$ cat src/rtl/if_id_inst_queue_pkg.sv
// Shared types for the IF->ID fetch queue: entry layout, widths and the NOP word.
package if_id_inst_queue_pkg;

  localparam int PC_W          = 32;
  localparam int INST_W        = 32;
  localparam int DEPTH_DEFAULT = 4;

  localparam logic [INST_W-1:0] INST_NOP = 32'h0000_0000;

  typedef struct packed {
    logic [PC_W-1:0]   pc;
    logic [INST_W-1:0] instr;
    logic              exc;
  } FetchEntry_t;

  // What ID sees when the queue is empty: PC 0, a NOP, no exception.
  localparam FetchEntry_t EMPTY_ENTRY = '{pc: '0, instr: INST_NOP, exc: 1'b0};

  function automatic FetchEntry_t make_entry(input logic [PC_W-1:0]   pc,
                                             input logic [INST_W-1:0] instr,
                                             input logic              exc);
    FetchEntry_t e;
    e.pc    = pc;
    e.instr = instr;
    e.exc   = exc;
    return e;
  endfunction

endpackage

$ cat src/rtl/if_id_inst_queue_if.sv
// IF push side, ID pop side and flush of the fetch queue; master drives IF/ID requests,
// slave is the queue itself.
interface if_id_inst_queue_if
  import if_id_inst_queue_pkg::*;
#(
  parameter int DEPTH = DEPTH_DEFAULT
);

  localparam int CNT_W = $clog2(DEPTH) + 1;

  logic              flush;
  logic              if_valid;
  logic              if_ready;
  logic [PC_W-1:0]   if_pc;
  logic [INST_W-1:0] if_instr;
  logic              if_exc;
  logic              id_valid;
  logic              id_ready;
  logic [PC_W-1:0]   id_pc;
  logic [INST_W-1:0] id_instr;
  logic              id_exc;
  logic [CNT_W-1:0]  count;

  modport master (
    output flush, if_valid, if_pc, if_instr, if_exc, id_ready,
    input  if_ready, id_valid, id_pc, id_instr, id_exc, count
  );

  modport slave (
    input  flush, if_valid, if_pc, if_instr, if_exc, id_ready,
    output if_ready, id_valid, id_pc, id_instr, id_exc, count
  );

endinterface

$ cat src/rtl/if_id_inst_queue.sv
// In-order IF->ID instruction queue, first-word fall-through, one cycle push-to-head latency.
// if_ready depends only on occupancy (no ID->IF comb path); flush empties it in one cycle.
module if_id_inst_queue
  import if_id_inst_queue_pkg::*;
#(
  parameter int DEPTH = DEPTH_DEFAULT
) (
  input  logic                clk,
  input  logic                rst,
  if_id_inst_queue_if.slave   q
);

  localparam int PTR_W = $clog2(DEPTH);
  localparam int CNT_W = $clog2(DEPTH) + 1;

  FetchEntry_t        mem [DEPTH];
  logic [PTR_W-1:0]   wr_ptr;
  logic [PTR_W-1:0]   rd_ptr;
  logic [CNT_W-1:0]   cnt;
  logic [CNT_W-1:0]   cnt_next;
  logic               full;
  logic               push;
  logic               pop;
  FetchEntry_t        head;

  assign full       = (cnt == CNT_W'(DEPTH));
  assign q.if_ready = !rst && !full;
  assign q.id_valid = !rst && (cnt != '0);

  assign push = q.if_valid && q.if_ready;
  assign pop  = q.id_valid && q.id_ready;

  always_comb begin
    cnt_next = cnt;
    case ({push, pop})
      2'b10:   cnt_next = cnt + CNT_W'(1);
      2'b01:   cnt_next = cnt - CNT_W'(1);
      default: cnt_next = cnt;
    endcase
  end

  // Storage is written only on an accepted push, so idle X on if_* never lands in the array.
  always_ff @(posedge clk) begin
    if (push && !q.flush) begin
      mem[wr_ptr] <= make_entry(q.if_pc, q.if_instr, q.if_exc);
    end
  end

  always_ff @(posedge clk) begin
    if (rst) begin
      wr_ptr <= '0;
      rd_ptr <= '0;
      cnt    <= '0;
    end else if (q.flush) begin
      wr_ptr <= '0;
      rd_ptr <= '0;
      cnt    <= '0;
    end else begin
      if (push) wr_ptr <= wr_ptr + PTR_W'(1);
      if (pop)  rd_ptr <= rd_ptr + PTR_W'(1);
      cnt <= cnt_next;
    end
  end

  // Empty head is forced to a NOP so stale or uninitialised storage never reaches ID.
  always_comb begin
    head = EMPTY_ENTRY;
    if (q.id_valid) head = mem[rd_ptr];
  end

  assign q.id_pc    = head.pc;
  assign q.id_instr = head.instr;
  assign q.id_exc   = head.exc;
  assign q.count    = cnt;

  a_count_bound: assert property (@(posedge clk) disable iff (rst)
    cnt <= CNT_W'(DEPTH));

  a_no_push_when_full: assert property (@(posedge clk) disable iff (rst)
    full |-> !push);

  a_head_stable_on_stall: assert property (@(posedge clk) disable iff (rst)
    (q.id_valid && !q.id_ready && !q.flush) |=>
      ($stable(q.id_pc) && $stable(q.id_instr) && $stable(q.id_exc)));

endmodule
$ cat src/flat_wrapper.sv
// flat-port wrapper written by rule: the top's interface ports become plain ports
module if_id_inst_queue_flat import if_id_inst_queue_pkg::*;
#(
  parameter int DEPTH = DEPTH_DEFAULT
)
  (clk, rst, q_flush, q_if_valid, q_if_pc, q_if_instr, q_if_exc, q_id_ready, q_if_ready, q_id_valid, q_id_pc, q_id_instr, q_id_exc, q_count);
  if_id_inst_queue_if #(.DEPTH(DEPTH)) q_i ();
  input  logic clk;
  input  logic rst;
  input wire logic [$bits(q_i.flush)-1:0] q_flush;
  input wire logic [$bits(q_i.if_valid)-1:0] q_if_valid;
  input wire logic [$bits(q_i.if_pc)-1:0] q_if_pc;
  input wire logic [$bits(q_i.if_instr)-1:0] q_if_instr;
  input wire logic [$bits(q_i.if_exc)-1:0] q_if_exc;
  input wire logic [$bits(q_i.id_ready)-1:0] q_id_ready;
  output wire logic [$bits(q_i.if_ready)-1:0] q_if_ready;
  output wire logic [$bits(q_i.id_valid)-1:0] q_id_valid;
  output wire logic [$bits(q_i.id_pc)-1:0] q_id_pc;
  output wire logic [$bits(q_i.id_instr)-1:0] q_id_instr;
  output wire logic [$bits(q_i.id_exc)-1:0] q_id_exc;
  output wire logic [$bits(q_i.count)-1:0] q_count;
  assign q_i.flush = q_flush;
  assign q_i.if_valid = q_if_valid;
  assign q_i.if_pc = q_if_pc;
  assign q_i.if_instr = q_if_instr;
  assign q_i.if_exc = q_if_exc;
  assign q_i.id_ready = q_id_ready;
  assign q_if_ready = q_i.if_ready;
  assign q_id_valid = q_i.id_valid;
  assign q_id_pc = q_i.id_pc;
  assign q_id_instr = q_i.id_instr;
  assign q_id_exc = q_i.id_exc;
  assign q_count = q_i.count;
  if_id_inst_queue #(.DEPTH(DEPTH)) u_core (.clk(clk), .rst(rst), .q(q_i));
endmodule
$ cat config.mk
export PLATFORM = sky130hd
export DESIGN_NAME = if_id_inst_queue_flat
export DESIGN_NICKNAME = d
export VERILOG_FILES = /design/src/rtl/if_id_inst_queue_pkg.sv /design/src/rtl/if_id_inst_queue_if.sv /design/src/rtl/if_id_inst_queue.sv /design/src/flat_wrapper.sv
export SDC_FILE = /design/constraint.sdc
export NUM_CORES = 1
export LEC_CHECK = 0
export ABC_AREA = 1
export BUFFER_PORTS_ARGS = -buffer_cell sky130_fd_sc_hd__buf_2
export CAP_MARGIN = 0
export CORE_MARGIN = 4
export CORE_UTILIZATION = 57
export CTS_BUF_LIST = sky130_fd_sc_hd__clkbuf_4 sky130_fd_sc_hd__clkbuf_8 sky130_fd_sc_hd__clkbuf_16
export DETAILED_ROUTE_END_ITERATION = 6
export PLACE_DENSITY = 0.84
export REMOVE_ABC_BUFFERS = 1
export SETUP_SLACK_MARGIN = 0.1
export SYNTH_ARGS = -nofsm -noshare
export SYNTH_HDL_FRONTEND = slang
export SYNTH_SLANG_ARGS = --single-unit
export TNS_END_PERCENT = 10
$ cat constraint.sdc
create_clock -name clk -period 5.2 [get_ports clk]
set_input_delay 0.52 -clock clk [delete_from_list [all_inputs] [get_ports clk]]
set_output_delay 0.52 -clock clk [all_outputs]
set_load 0.02 [all_outputs]
==> metrics.yaml, run 1 <==
floorplan:
  die_x_um: 144
  io_pins: 140
  core_um2: 18100
  die_h_um: 144
  die_area_um2: 20900
  initial_core_util: 0.585
  std_cell_rows: 49
clock_network:
  cts_resized: 0
  insertion_delay_ns: 0.52
  postCtsHoldBufs: 0
  htreeDepth: 1
  cts_max_path_buffers: 3
  clk_pin_slew_ns: 0.06
  cts_made_buffers: 26
  cts_sinks: 269
  cts-root-buf: "clkbuf_16"
  cts_tree: "yes"
  cts_setup_buffers: 0
place:
  portBuffers: 139
  dp.final_hpwl_um: 12700
  gp_congestion: 0.792
  dpl_cell_area_um2: 11400
  dp_cells: 1172
global_route:
  grt_max_degree: 131
  antenna_found_initial: 7
  grt_pass1_vias: 6665
  grt-ovfl-total: 0
  grt_pass1_wl_um: 34300
  grt_usage: 0.211
worst_setup_path:
  start_kind: "flip-flop"
  cp_slowest_cell: "buf_4"
  crit_arrival_ns: 3.10
  worstPathBufferInverterCount: 4
  slowest_delay_ns: 0.63
  worstSetupEndpointType: "output pin"
  r2r_end: "u_core.mem[3][13]$_DFFE_PP_"
  critPathKind: "flip-flop to output pin"
  r2r_start: "u_core.q.count[1]$_SDFFE_PP0P_"
  cp.required_ns: 4.68
  r2r_slack_ns: 2.50
  cp_top_family: "buffers and inverters"
  r2r_cells: 6
  crit_fanout: 66
  crit_path_frequent_cell: "buf_4"
  crit_path_cell_trace: "buf_4 -> inv_2 -> buf_4 -> nor2_1 -> o21ai_0 -> a21oi_1 -> buf_2"
timing:
  worst_pin_slew_ns: 1.24
  fmax_mhz: 276
  finalSetupViolCount: 0
  fin_crit_sh: 0.697
  setup_tns_ns: 0
  rsz0062_at_grt: "false"
  hold_violations: 0
  relSlewSlack: 0.172
  fin_crit_ns: 3.62
  slew_viol_final: 0
  final.setup_skew_ns: 0.00780
detailed_routing:
  drt_iter0_markers: 558
  drc: 0
  first_pass_iters: 5
  vias_per_cell: 5.58
  ant_nets: 0
  wl_um: 22300
  routedWlPerCell_um: 18.3
  vias: 6815
finish:
  final_core_util: 0.674
  multi_input_area_um2: 2250
  syn_to_final_growth_pct: 15.3
  fillers: 1267
  layout.nets: 1047
  drive_above_1_share: 0.206
  seqCellArea_um2: 7990
  final_design_area_no_fill_um2: 12200
  final_common_cell: "nor2_1"
  final_cell_mix: "nor2_1, edfxtp_1, buf_2"
  fin_cells: 1221
logic_synthesis:
  syn_area_per_cell_um2: 12.6
  synth_seq_cells: 269
  synth_area_leaders: "edfxtp_1, nor2_1, a21oi_1, o21ai_0, o21ai_1"
  synth_top_area_frac: 0.736
  synth_top_area_cell: "edfxtp_1"
  ys_warn_count: 0
  synthCells: 843
  ys_seq_area_frac: 0.753
  synth.cell_area_um2: 10600
  yosysUniqueCellTypes: 23
min_path:
  hp-class: "primary input to flip-flop"
  whs_endpoint: "u_core.mem[0][26]$_DFFE_PP_"
  hp-start: "q_if_instr[25]"
  hold_depth: 1
outcome:
  outcome: "finished clean"
power:
  ir_worst_vdd_v: 0.000270
  power_leakage_nw: 4.52
  power_density_nw_per_um2: 358
  power_mw: 4.37
run:
  cap_violations: 0
[area by class of cell]
class / count / area share
antenna: 2 / 0.000409
timing repair buffer: 150 / 0.0636
clock inverter: 14 / 0.00900
clock buffer: 33 / 0.0589
tap: 229 / 0.0234
inverter: 22 / 0.00696
sequential: 269 / 0.653
multi-input combinational: 502 / 0.184
[cells in the mapped netlist]
library cell and count:
nor2_1 273, edfxtp_1 260, a21oi_1 69, o21ai_0 68, o21ai_1 64, buf_2 19, inv_1 19, nand2_1 13
buf_6 12, clkbuf_2 10, dfxtp_1 9, clkbuf_1 7, ha_1 5, inv_2 3, buf_4 2, nand4_1 2
or2_2 2, fa_1 1, nand2_2 1, nand3_1 1, nand3_2 1, nor2_2 1, o21bai_1 1
[report_power, final]
part	leakage [nW]	switching (mW)	total, mW	internal, mW
Combinational	1.68	0.113	0.162	0.0494
Clock	0.417	0.732	1.80	1.07
Sequential	2.42	0.00734	2.41	2.40
Total	4.52	0.852	4.37	3.52
[flip-flops by register name (all words and copies together), names as in the netlist, named ones only]
register        count
u_core.rd_ptr       2
u_core.q.count      3
u_core.wr_ptr       2
u_core.mem        260
[through the flow]
step / setup slack [ns] / hold WS [ns]
floorplan: 0.295 / 0.491
global placement: 2.19 / 0.499
detailed placement: 2.15 / 0.506
CTS: 1.57 / 0.196
global route: 1.33 / 0.191
finish: 1.58 / 0.216
[layer usage]
metal,vias up,track usage,wire length [µm]
met4,10,0.0633,489
met2,252,0.352,10900
met3,46,0.0556,1720
li1,3226,-,-
met5,-,0,51
met1,3281,0.275,9150
[logic make-up (layout without fill, tap and decap cells)]
logic type,Yosys count,after routing,synth area share
other,0,2,0
adders and majority gates,6,6,0.00778
DFF,269,269,0.753
and+or+nand+nor,294,294,0.106
buffers and inverters,72,219,0.0381
AOI/OAI and AO/OA,202,202,0.0955
[worst max path at each step]
stage               from        endpoint  slack, ns  depth (start not counted)
3_3_place_gp   flip-flop   q_id_instr[9]       2.19                          7
5_1_grt        flip-flop     q_id_pc[25]       1.33                          7
6_report       flip-flop     q_id_pc[25]       1.58                          7
2_1_floorplan  flip-flop  q_id_instr[12]       0.30                          3
4_1_cts        flip-flop     q_id_pc[25]       1.57                          7
3_5_place_dp   flip-flop     q_id_pc[25]       2.15                          7
(Power assumes the default switching activity.)
==> run 2: changes to the inputs <==
- ABC_AREA: 1 -> 0
- clock period: 5.2 -> 3.4 ns (I/O delays scaled with it)
==> run 2 against run 1 <==
Against the previous run:
- clock-buffer cell count down 1
- core utilization up 2.3 points
- synthesized cell count down 44%
- via count down 27%
- critical path depth down 3
- global-route usage down 2.0 points
- sequential power up 52%
- power up 57%
- register-to-register slack worse by 1.6 ns
- highest routed layer unchanged
==> metrics.yaml, run 2 <==
finish:
  drive_above_1_share: 0.419  # +0.213
  final_cell_mix: "edfxtp_1, buf_2, mux4_2, and2_1, clkbuf_16"
  seqCellArea_um2: 8000  # about the same
  multi_input_area_um2: 2200  # -2.5%
  regMostFlops: "u_core.mem"
  layout.nets: 703  # -33%
  syn_to_final_growth_pct: 18.2
  fillers: 1102  # -13%
  final_core_util: 0.697  # +0.0227
  antenna_cells: 0  # -2
  final_common_cell: "edfxtp_1"
  final_design_area_no_fill_um2: 12200  # -0.11%
  largest_reg_flops: 260  # unchanged
power:
  power_leakage_nw: 4.25  # -5.8%
  clock_power_share: 0.436  # +0.023
  comb_power_share: 0.028  # -0.009
  internal_power_mw: 5.61  # +59%
  switching_share: 0.183  # -0.0122
  power_density_nw_per_um2: 562  # +57%
  pwr-share-seq: 0.535  # -0.015
  switchingPower_mw: 1.25  # +47%
  power_mw: 6.86  # +57%
  ir_worst_vdd_v: 0.000435  # +61%
worst_setup_path:
  start_kind: "flip-flop"
  crit_path_cell_trace: "buf_4 -> mux4_2 -> and2_1 -> buf_2"
  cp_slowest_cell: "dfxtp_4"
  worstSetupEndpointType: "output pin"
  crit_arrival_ns: 2.41  # -0.69 ns
  critPathKind: "flip-flop to output pin"
  cp.required_ns: 3.06  # -1.62 ns
  slowest_delay_ns: 0.69  # +0.06 ns
  r2r_start: "u_core.q.count[2]$_SDFFE_PP0P_"
  r2r_slack_ns: 0.88  # -1.62 ns
  crit_fanout: 24  # -64%
outcome:
  outcome: "finished clean"
place:
  dpl_cell_area_um2: 11300  # -0.79%
  portBuffers: 139  # unchanged
  gp_congestion: 0.749  # -5.5%
  dp.final_hpwl_um: 11400  # -11%
floorplan:
  io_pins: 140  # unchanged
  core_um2: 17500  # -3.4%
  die_h_um: 143  # -1.2%
  die_area_um2: 20400  # -2.4%
  std_cell_rows: 48  # -2.0%
  die_x_um: 143  # -1.2%
  initial_core_util: 0.590  # +0.00481
clock_network:
  insertion_delay_ns: 0.51  # about the same
  cts_sinks: 269  # unchanged
  cts_max_path_buffers: 3  # unchanged
  clk_pin_slew_ns: 0.06  # about the same
  postCtsHoldBufs: 0  # unchanged
  cts_setup_buffers: 0  # unchanged
  cts_resized: 0  # unchanged
  cts_made_buffers: 26  # unchanged
  cts_tree: "yes"
  htreeDepth: 1  # unchanged
  cts-root-buf: "clkbuf_16"
logic_synthesis:
  synth-edff-count: 260  # unchanged
  synthCells: 468  # -44%
  synth_top_area_frac: 0.755  # +0.0194
  synth_top_area_cell: "edfxtp_1"
  async_flop_share: 0  # unchanged
  synth.cell_area_um2: 10300  # -2.6%
  ys_seq_area_frac: 0.772  # +0.0198
  synth_seq_cells: 269  # unchanged
  syn_area_per_cell_um2: 22.1  # +75%
  synth_area_leaders: "edfxtp_1, mux4_2, and2_1, dfxtp_1, buf_6"
  yosysUniqueCellTypes: 28  # +22%
  synthTopCellsByCount: "edfxtp_1, and2_1, mux4_2"
  ys_warn_count: 0  # unchanged
  yosysMostFrequentCell: "edfxtp_1"
  synth_top_flop_cell: "edfxtp_1"
timing:
  setup_tns_ns: 0  # unchanged
  worst_pin_slew_ns: 0.986  # -0.255 ns
  fin_crit_ns: 2.75
  timing.hold.ws_ns: 0.0440  # -0.172 ns
  relSlewSlack: 0.342  # +0.170
  finalSetupViolCount: 0  # unchanged
  hold_violations: 0  # unchanged
  slew_viol_final: 0  # unchanged
  fin_crit_sh: 0.809
  fmax_mhz: 364
  rsz0062_at_grt: "false"
  final.setup_skew_ns: 0.0101  # +0.00229 ns
min_path:
  hp-start: "q_if_instr[29]"
  hp-class: "primary input to flip-flop"
global_route:
  grt_pass1_vias: 5430  # -19%
  grt_pass1_wl_um: 29900  # -13%
  grt_usage: 0.191  # -0.0199
  antenna_found_initial: 3  # -4
  grt-ovfl-total: 0  # unchanged
  grt_max_degree: 66  # -50%
detailed_routing:
  wl_um: 19100  # -14%
  drt_iter0_markers: 319  # -43%
  vias: 4998  # -27%
  vias_per_cell: 5.73  # +2.7%
  ant_nets: 0  # unchanged
  routedWlPerCell_um: 21.9  # +20%
  first_pass_iters: 4  # -1
  drc: 0  # unchanged
run:
  cap_violations: 0  # unchanged
run 2: routing by layer:
layer / routed length (µm) / global-route usage / part of all wire
met1: 7560 / 0.262 / 0.40
met3: 1150 / 0.0368 / 0.060
met5: 40 / 0 / 0.0021
met4: 360 / 0.0435 / 0.019
met2: 9980 / 0.325 / 0.52
run 2: final timing paths:
kind	endpoint	cells after the start
setup reg to reg	u_core.q.count[2]$_SDFFE_PP0P_	8
hold / removal	u_core.mem[0][30]$_DFFE_PP_	1
hold reg to reg	flip-flop	2
setup / recovery	q_id_pc[8]	4
run 2: kinds of logic (layout without fill, tap and decap cells):
family	count (synthesis)	count (layout)	synth area share
AO/OA/AOI/OAI	8	8	0.00472
XOR/XNOR	2	2	0.00169
adder cells (fa/ha/maj)	6	6	0.00799
buffers and inverters	28	207	0.0169
flip-flops	269	269	0.772
multiplexers	67	67	0.143
AND/OR/NAND/NOR	88	88	0.0528
run 2: cell type report:
class	instances	area share
multi-input combinational	171	0.180
clock buffer	32	0.0584
tap	225	0.0230
timing repair buffer	152	0.0659
clock inverter	16	0.0163
sequential	269	0.654
inverter	7	0.00215
run 2: power groups by stage:
stage | registers (mW) | logic [mW] | clock network (mW)
after detailed placement | 3.74 | 0.195 | 0
after floorplan | 3.75 | 0.0829 | 0
after global placement | 3.74 | 0.183 | 0
final | 3.67 | 0.195 | 2.99
after global routing | 3.67 | 0.213 | 3.21
after CTS | 3.67 | 0.197 | 3.06
run 2: through the flow:
| stage | cells | setup slack [ns] |
|---|---|---|
| after floorplan | 447 | -2.85 |
| after global placement | 824 | 1.05 |
| after detailed placement | 824 | 0.940 |
| after CTS | 872 | 0.564 |
| after global routing | 872 | 0.471 |
| final | 872 | 0.649 |
run 2: critical path: cells and delay by family (launching register included):
family / cells / cell delay, ns
buffers and inverters: 2 / 0.49
muxes: 1 / 0.53
and+or+nand+nor: 1 / 0.18
DFF: 1 / 0.69
